--- src/rtl/perip_pwm_cap_pkg.sv ---
// Shared definitions for the PWM input-capture peripheral.
//   cap_state_e : capture FSM states
//   CNT_W       : width of the cycle counter and measurement outputs
//   CNT_SAT     : saturation value of the cycle counter
//   sat_inc()   : increment that sticks at CNT_SAT instead of wrapping
package perip_pwm_cap_pkg;

  localparam int CNT_W = 32;
  localparam logic [CNT_W-1:0] CNT_SAT = 32'hFFFF_FFFF;

  typedef enum logic [1:0] {
    IDLE = 2'd0,
    ARM  = 2'd1,
    HIGH = 2'd2,
    LOW  = 2'd3
  } cap_state_e;

  function automatic logic [CNT_W-1:0] sat_inc(input logic [CNT_W-1:0] v);
    return (v == CNT_SAT) ? v : v + 1'b1;
  endfunction

endpackage

--- src/rtl/perip_sync_filt.sv ---
// Pin input conditioner: SYNC_STAGES-flop synchronizer followed by an
// optional stability filter. Reusable for any slow asynchronous pin.
// Optional feature macro: PWM_CAP_GLITCH_FILT_EN (filter compiled in when
// defined; otherwise the output is the synchronized level and FILT_LEN is
// unused).
// Ports:
//   clk    in  system clock
//   rst_n  in  asynchronous active-low reset
//   pin    in  asynchronous pin
//   level  out conditioned (filtered) level, resets to 0
module perip_sync_filt #(
  parameter int SYNC_STAGES = 2,
  parameter int FILT_LEN    = 4
) (
  input  logic clk,
  input  logic rst_n,
  input  logic pin,
  output logic level
);

  logic [SYNC_STAGES-1:0] sync_q;
  logic                   sync_lvl;

  always_ff @(posedge clk or negedge rst_n) begin
    if (!rst_n) sync_q <= '0;
    else        sync_q <= {sync_q[SYNC_STAGES-2:0], pin};
  end

  assign sync_lvl = sync_q[SYNC_STAGES-1];

`ifdef PWM_CAP_GLITCH_FILT_EN
  localparam int FW = (FILT_LEN > 1) ? $clog2(FILT_LEN) : 1;

  logic [FW-1:0] stab_q;
  logic          filt_q;

  // stab_q counts consecutive cycles the synchronized level has disagreed
  // with the filtered level; the filtered level follows only after
  // FILT_LEN such cycles in a row, so both edges are delayed equally.
  always_ff @(posedge clk or negedge rst_n) begin
    if (!rst_n) begin
      stab_q <= '0;
      filt_q <= 1'b0;
    end else if (sync_lvl == filt_q) begin
      stab_q <= '0;
    end else if (stab_q == FW'(FILT_LEN - 1)) begin
      stab_q <= '0;
      filt_q <= sync_lvl;
    end else begin
      stab_q <= stab_q + 1'b1;
    end
  end

  assign level = filt_q;
`else
  assign level = sync_lvl;
`endif

endmodule

--- src/rtl/perip_pwm_capture.sv ---
// PWM input-capture peripheral: measures period (rise to rise) and high
// time (rise to fall) of an external PWM pin, in clock cycles.
// Optional feature macro: PWM_CAP_GLITCH_FILT_EN (glitch filter in the
// input conditioner).
// Ports:
//   CLK, RST_n    clock, asynchronous active-low reset
//   PWM_In        asynchronous PWM pin
//   Cap_En        capture enable (level)
//   Timeout_Set   stall limit in cycles, 0 disables
//   Period_Out    last measured period
//   High_Out      last measured high time
//   Cap_Valid     one-cycle pulse when Period_Out/High_Out update
//   Cap_Stall     sticky: no edge seen within Timeout_Set
//   Level_Out     current filtered pin level
//
// state | meaning
// IDLE  | capture off, counter held at 0
// ARM   | waiting for a low level, then the first rise (not published)
// HIGH  | counting the high phase since the last accepted rise
// LOW   | counting the low phase; next rise publishes a measurement
module perip_pwm_capture
  import perip_pwm_cap_pkg::*;
#(
  parameter int SYNC_STAGES = 2,
  parameter int FILT_LEN    = 4
) (
  input  logic             CLK,
  input  logic             RST_n,
  input  logic             PWM_In,
  input  logic             Cap_En,
  input  logic [CNT_W-1:0] Timeout_Set,
  output logic [CNT_W-1:0] Period_Out,
  output logic [CNT_W-1:0] High_Out,
  output logic             Cap_Valid,
  output logic             Cap_Stall,
  output logic             Level_Out
);

  logic             lvl, lvl_prev, rise, fall;
  cap_state_e       state_q, state_d;
  logic             seen_low_q, en_q;
  logic [CNT_W-1:0] cnt_q, cnt_inc, high_q;
  logic             timeout;
  logic             arm_rise, fall_hit, publish, stall_set;

  perip_sync_filt #(
    .SYNC_STAGES(SYNC_STAGES),
    .FILT_LEN   (FILT_LEN)
  ) u_sync_filt (
    .clk  (CLK),
    .rst_n(RST_n),
    .pin  (PWM_In),
    .level(lvl)
  );

  always_ff @(posedge CLK or negedge RST_n) begin
    if (!RST_n) lvl_prev <= 1'b0;
    else        lvl_prev <= lvl;
  end

  assign rise      = lvl & ~lvl_prev;
  assign fall      = ~lvl & lvl_prev;
  assign Level_Out = lvl;

  // The counter reads 0 in the cycle after the rise, so "cycles since the
  // rise" seen on an edge is one more than the counter value.
  assign cnt_inc = sat_inc(cnt_q);
  assign timeout = (Timeout_Set != '0) && (cnt_q >= Timeout_Set);

  always_comb begin
    state_d   = state_q;
    arm_rise  = 1'b0;
    fall_hit  = 1'b0;
    publish   = 1'b0;
    stall_set = 1'b0;
    if (!Cap_En) begin
      state_d = IDLE;
    end else begin
      case (state_q)
        IDLE: state_d = ARM;
        ARM: begin
          if (rise && seen_low_q) begin
            state_d  = HIGH;
            arm_rise = 1'b1;
          end
        end
        HIGH: begin
          if (fall) begin
            state_d  = LOW;
            fall_hit = 1'b1;
          end else if (timeout) begin
            state_d   = ARM;
            stall_set = 1'b1;
          end
        end
        LOW: begin
          if (rise) begin
            state_d = HIGH;
            publish = 1'b1;
          end else if (timeout) begin
            state_d   = ARM;
            stall_set = 1'b1;
          end
        end
        default: state_d = IDLE;
      endcase
    end
  end

  always_ff @(posedge CLK or negedge RST_n) begin
    if (!RST_n) begin
      state_q    <= IDLE;
      seen_low_q <= 1'b0;
      en_q       <= 1'b0;
      cnt_q      <= '0;
      high_q     <= '0;
      Period_Out <= '0;
      High_Out   <= '0;
      Cap_Valid  <= 1'b0;
      Cap_Stall  <= 1'b0;
    end else begin
      state_q <= state_d;
      en_q    <= Cap_En;

      // Only a low level observed while already armed qualifies a rise;
      // this rejects a pin that is high when capture starts.
      if (state_q == ARM && state_d == ARM) seen_low_q <= seen_low_q | ~lvl;
      else                                  seen_low_q <= 1'b0;

      if ((state_d == HIGH || state_d == LOW) && !arm_rise && !publish)
        cnt_q <= cnt_inc;
      else
        cnt_q <= '0;

      if (fall_hit) high_q <= cnt_inc;

      if (publish) begin
        Period_Out <= cnt_inc;
        High_Out   <= high_q;
      end
      Cap_Valid <= publish;

      if (publish || (Cap_En && !en_q)) Cap_Stall <= 1'b0;
      else if (stall_set)               Cap_Stall <= 1'b1;
    end
  end

endmodule
--- config.mk ---
export PLATFORM = sky130hd
export DESIGN_NAME = perip_pwm_capture
export DESIGN_NICKNAME = d
export VERILOG_FILES = /design/src/rtl/perip_pwm_cap_pkg.sv /design/src/rtl/perip_sync_filt.sv /design/src/rtl/perip_pwm_capture.sv
export SDC_FILE = /design/constraint.sdc
export NUM_CORES = 1
export LEC_CHECK = 0
export CAP_MARGIN = 20
export CORE_MARGIN = 4
export CORE_UTILIZATION = 40
export DETAILED_ROUTE_END_ITERATION = 8
export HOLD_SLACK_MARGIN = 0.03
export PLACE_DENSITY = 0.71
export SYNTH_ARGS = -nofsm -noshare
export SYNTH_HDL_FRONTEND = slang
export SYNTH_SLANG_ARGS = --single-unit
--- constraint.sdc ---
create_clock -name CLK -period 3.8 [get_ports CLK]
set_input_delay 0.57 -clock CLK [delete_from_list [all_inputs] [get_ports CLK]]
set_output_delay 0.57 -clock CLK [all_outputs]
set_load 0.01 [all_outputs]
After elaboration in Yosys (flattened, before gate mapping)
Index checks and enable logic that the tools add are counted.
Storage, ports and cells
  bits in registers: 137
  logic and storage cells: 64
Cells by class
  $add $sub $neg: 1
  $lt $le $gt $ge: 1
  eq/ne operators: 7
  muxes and demuxes: 25
  bitwise gates (word level): 5
  reduce and logical (&&, ||, !) cells: 14
Operator list (count)
  2-to-1 mux 32 bit: 2
  adder 32 x 1 -> 32 bit, second input constant: 1
  == test 32 bit, second input constant: 1
  greater-or-equal comparator 32 bit: 1
  nonzero test 32 bit: 1
  2-to-1 mux 1 bit: 16
  2-to-1 mux 2 bit: 5
  == test 2 bit, second input constant: 4
  one-hot mux 2 bit (4 select lines): 1
  logical AND 1 bit: 6
  == test 2 x 1 -> 1 bit, second input constant: 2
  logical NOT 1 bit: 3
  AND 1 bit: 2
  logical NOT 2 bit: 1
  logical OR 1 bit: 2
  inverter 1 bit: 2
  one-hot mux 1 bit (2 select lines): 1
  nonzero test 2 bit: 1
  bitwise OR 1 bit: 1

Longest topological paths before layout
  depth in word-level cells: 11
  depth in mapped cells: 9

By module
Synthesis repeated with hierarchy kept, for this count alone.
Second synthesis, totals
  cells, all modules: 673
  area, all modules: 6293.5 um2
Modules (own cells, without submodules)
  perip_pwm_capture: instances 1, cells an instance 671, area each 6243.5 um2, sequential area each 3378.2 um2
  perip_sync_filt: instances 1, cells an instance 2, area each 50.0 um2, sequential area each 50.0 um2

Worst setup path after synthesis
No wires, ideal clock.
  kind: input-to-reg
  from: input Timeout_Set[27]
  to: register cnt_q[23]
  arrival: 2241 ps
  required time: 3669 ps
  path slack: 1428 ps
  stages: 9
  path buffers: 1
  path through: inv_1 -> ha_1 -> nand4_1 -> or2_2 -> nor4_1 -> nand3_1 -> o211ai_1 -> buf_2 -> a21oi_1
Between the ends
  longest elaborated chain between the ends: 11
  elaborated cells on any way between the ends: 14
  those cells by class: order compare (1); eq/ne (2); mux (6); reduce/logical (5)
RTL lines
  start, declared: RTL line perip_pwm_capture.sv:31  | input logic [CNT_W-1:0] Timeout_Set,
  greater-or-equal comparator 32 bit or nonzero test 32 bit (tied branches): RTL line perip_pwm_capture.sv:68  | assign timeout = (Timeout_Set != '0) && (cnt_q >= Timeout_Set);
  logical AND 1 bit (*): RTL line perip_pwm_capture.sv:68
  2-to-1 mux 2 bit (*): RTL line perip_pwm_capture.sv:91, perip_pwm_capture.sv:100
  2-to-1 mux 2 bit, on equally long branches: RTL line perip_pwm_capture.sv:97, perip_pwm_capture.sv:88
  one-hot mux 2 bit (4 select lines) (*): RTL line perip_pwm_capture.sv:79  | case (state_q)
  2-to-1 mux 2 bit (*): RTL line perip_pwm_capture.sv:76  | if (!Cap_En) begin
  == test 2 bit: RTL line perip_pwm_capture.sv:130  | if ((state_d == HIGH || state_d == LOW) && !arm_rise && !publish)
  logical OR 1 bit (*): RTL line perip_pwm_capture.sv:130
  logical AND 1 bit (*) (2 in a row): RTL line perip_pwm_capture.sv:130
  2-to-1 mux 32 bit (*): RTL line perip_pwm_capture.sv:130
  end signal, assigned: RTL line perip_pwm_capture.sv:131  | cnt_q <= cnt_inc;
  end, declared: RTL line perip_pwm_capture.sv:42  | logic [CNT_W-1:0] cnt_q, cnt_inc, high_q;
Every way passes the cells marked *; elsewhere a longest branch is shown, timed or not.
A chain may end at the register's enable or synchronous reset.

Worst setup path in the final report
  from: input Timeout_Set[0]
  to: register cnt_q[29]
Same word-level chain as after synthesis.

==> results.toml <==
[logic_synthesis]
synth.top_cells.by_area = "sky130_fd_sc_hd__dfrtp_1 (53%), sky130_fd_sc_hd__nand2_1 (11%), sky130_fd_sc_hd__ha_1 (6.4%)"
main_combinational_cell_family_by_area_after_synthesis = "simple AND/OR/NAND/NOR gates"
netlist_area_sq_mm = 0.00642
area_leader_netlist = "sky130_fd_sc_hd__dfrtp_1"
synth_seq_area_share = 0.534
ys_ff_latch = 137
post_synthesis_xor_xnor_area_fraction = 0.0396
synth_nets = 748
synthSimpleGateAreaFrac = 0.196
main_flop_type_after_synthesis = "sky130_fd_sc_hd__dfrtp_1"
synth.yosys.warnings = 0
synth_edf_count = 0
syn-instance-count = 679
yosys-mux-area-fraction = 0.00507
synth-compound-area-share = 0.120
postSynth.asyncResetShare = 1.00
post_synth_num_cell_types = 48
synth_fa_ha_area_frac = 0.0643
yosys.area.top_type_share = 0.534
synth.avg_cell_area_sq_um = 9.45

[setup_path]
cp_num_buf_inv = 2
worst-path-max-fanout = 19
critPathSlowestCell = "sky130_fd_sc_hd__a2111oi_0"
reg2reg_setup_slack_ps = 910
worst-endpoint-arrival_ps = 3420
crit_path_end_kind = "register"
timing.critical_path.slowest_cell_delay_ps = 650
cp_cell_sequence = "clkdlybuf4s50_1 -> ha_1 -> nand2b_1 -> a2111oi_0 -> o311ai_1 -> a31oi_1 -> o211ai_1 -> buf_4 -> a21oi_1"
worst_ep_required_time_ps = 4140
critical_path.startpoint_type = "input pin"
timing.reg2reg.worst_path_depth = 9
timing.rr.start = "cnt_q[0]"
reg2reg_to = "cnt_q[29]"
setup.worst_path.class = "input pin to register"
critical-path-top-delay-family = "compound AO/OA/AOI/OAI gates"

[cts]
ctsHoldBuffers = 0
max-clock-path-buffers = 2
clk_latency_ps = 420
cts_setup_buffers = 0
clock_tree_from_tritoncts = "built"
cts.repair.resized = 0
ctsRootBufferMaster = "sky130_fd_sc_hd__clkbuf_16"
h-tree-depth = 4
clock_tree_sinks = 137
cts_buffers = 17
clkTransAtPathRegs_ps = 60

[sta]
final.hold.worst_slack_ps = 84.5
period_minus_slack_ps = 3080
fin_setup_tns_ps = 0
max_freq_mhz = 325
timing.final.setup_violations = 0
setup_repair_after_global_routing_missed_its_margin = "no"
finalHoldViolations = 0
clock_skew_ps = 9.50
timing.slew.headroom = 0.432
slew_violations = 0
worst_pin_slew_ps = 853
final.period_utilization = 0.811

[route]
post-route-drc-count = 0
dr.first_iter.drc_count = 303
route.antenna.remaining_nets = 0
avgViaCountPerCell = 5.07
post_dr_wirelength_cell_microns = 15.2
dr_total_vias = 5114
dr.pass1.iters = 5
finalWirelength_mm = 15.4

[outcome]
run_status = "completed"

[floorplanning]
die_area_sq_mm = 0.0181
die_width_microns = 135
core_area_sq_mm = 0.0158
start_util = 0.406
number_of_standard_cell_rows_in_the_floorplan = 46
die_height_microns = 135
io_pins = 103

[placement]
place_area_sq_mm = 0.00766
place.detailed.hpwl_mm = 11.2
buffer_ports.inserted = 102
gp_routability_congestion = 0.827

[power]
power.density_mw_per_mm2 = 394
leakagePower_nw = 3.77
vdd.ir_drop.worst_mv = 0.290

[finish]
nets = 849
area_growth_syn_to_layout_pct = 28.6
total_area_of_multi_input_combinational_cells_sq_mm = 0.00273
antennaDiodeCount = 0
fin_area_sq_mm = 0.00826
drive_above_1_share = 0.0668
fillers = 1469
regArea_sq_mm = 0.00343

[global_route]
number_of_global_route_vias_before_repair = 4994
globalRouteTotalUtil = 0.178
antenna_violations_before_repair = 0
grt-ovfl-total = 0
grt_start_max_net_pins = 95
grt_first_pass_wirelength_mm = 25.4

[job]
maxCapViolCount = 0

[worst_hold_path]
holdCritPathClass = "input pin to async pin"
## synthesized netlist by cell type (all sizes together), types with 4 or more instances
library cell and number:
o21a 4, nor2 15, nor4 12, and4 5, clkbuf 17, xor2 15, nor3 4, buf 11
nand3 13, dfrtp 137, inv 35, xnor2 14, nand2 188, o21ai 70, nand4 18, a21oi 43
ha 33, o211ai 5, and3 5
## how the worst max path moves through the flow
stage | startpoint | to | depth (start not counted) | slack, ps
6_report | Timeout_Set[0] | cnt_q[29] | 9 | 720
5_1_grt | Timeout_Set[0] | cnt_q[14] | 9 | 620
3_3_place_gp | Timeout_Set[0] | cnt_q[24] | 9 | 410
2_1_floorplan | Timeout_Set[27] | cnt_q[23] | 9 | 1430
3_5_place_dp | Timeout_Set[0] | cnt_q[0] | 9 | 380
4_1_cts | Timeout_Set[0] | cnt_q[29] | 9 | 790
## sequential cells by signal (all words and copies together) (netlist names)
register            flops
en_q                    1
High_Out               32
u_sync_filt.sync_q      2
cnt_q                  32
high_q                 32
Cap_Stall               1
state_q                 2
lvl_prev                1
Cap_Valid               1
seen_low_q              1
Period_Out             32
## cells by family (layout without fill, tap and decap cells)
group,count (synthesis),after routing
buf+inv,64,178
mux,3,3
simple gates,275,275
xor+xnor,29,29
compound gates,138,138
fa+ha+maj,33,33
flops,137,137
## cell usage in the layout, fill, tap and decap left out, drive strengths merged, types with 3 or more instances in the layout
cell           count
or3                3
nand3             13
o21ai             70
nand2            188
o21a               4
a21o               3
nor2              15
xor2              15
nand4             18
and3               5
buf                9
a21oi             43
clkdlybuf4s50    101
xnor2             14
dfrtp            137
inv               39
clkinvlp           4
and4               5
clkinv             4
nand2b             3
nor3               4
o211ai             5
bufinv             3
nor4              12
ha                33
clkbuf            18
## worst register-to-register path: stages (launching register included)
cell and delay, ps:
sky130_fd_sc_hd__dfrtp_1 390, sky130_fd_sc_hd__inv_1 90, sky130_fd_sc_hd__ha_1 260, sky130_fd_sc_hd__nand2b_1 130, sky130_fd_sc_hd__a2111oi_0 650, sky130_fd_sc_hd__o311ai_1 250, sky130_fd_sc_hd__a31oi_1 440, sky130_fd_sc_hd__o211ai_1 200
sky130_fd_sc_hd__buf_4 230, sky130_fd_sc_hd__a21oi_1 170
## routing by layer
layer | wire length, microns | track usage | share of wire | up-vias
li1 | - | - | - | 2511
met1 | 7240 | 0.242 | 0.47 | 2446
met2 | 6960 | 0.275 | 0.45 | 133
met3 | 905 | 0.0507 | 0.059 | 24
met4 | 282 | 0.0594 | 0.018 | 0
met5 | 0 | 0 | 0 | -
## layout make-up
type,count,share of cell area
sequential,137,0.415
multi-input combinational,478,0.331
timing repair buffer,110,0.133
clock buffer,18,0.0520
tap,216,0.0327
clock inverter,14,0.0206
inverter,36,0.0164
## power breakdown
group / leakage [nW] / internal [mW] / switching [mW]
clock network: 0.284 / 1.03 / 0.634
registers: 1.90 / 1.46 / 0.00398
logic: 1.59 / 0.0519 / 0.0647
## stage by stage
stage	cells	utilization	power, mW	setup slack (ps)
6_report	1009	0.522	3.25	720
5_1_grt	1009	0.522	3.37	617
4_1_cts	1009	0.522	3.29	791
3_5_place_dp	977	0.484	1.61	383
3_3_place_gp	977	0.484	1.61	412
2_1_floorplan	679	-	1.53	1430
(Power assumes the default switching activity.)
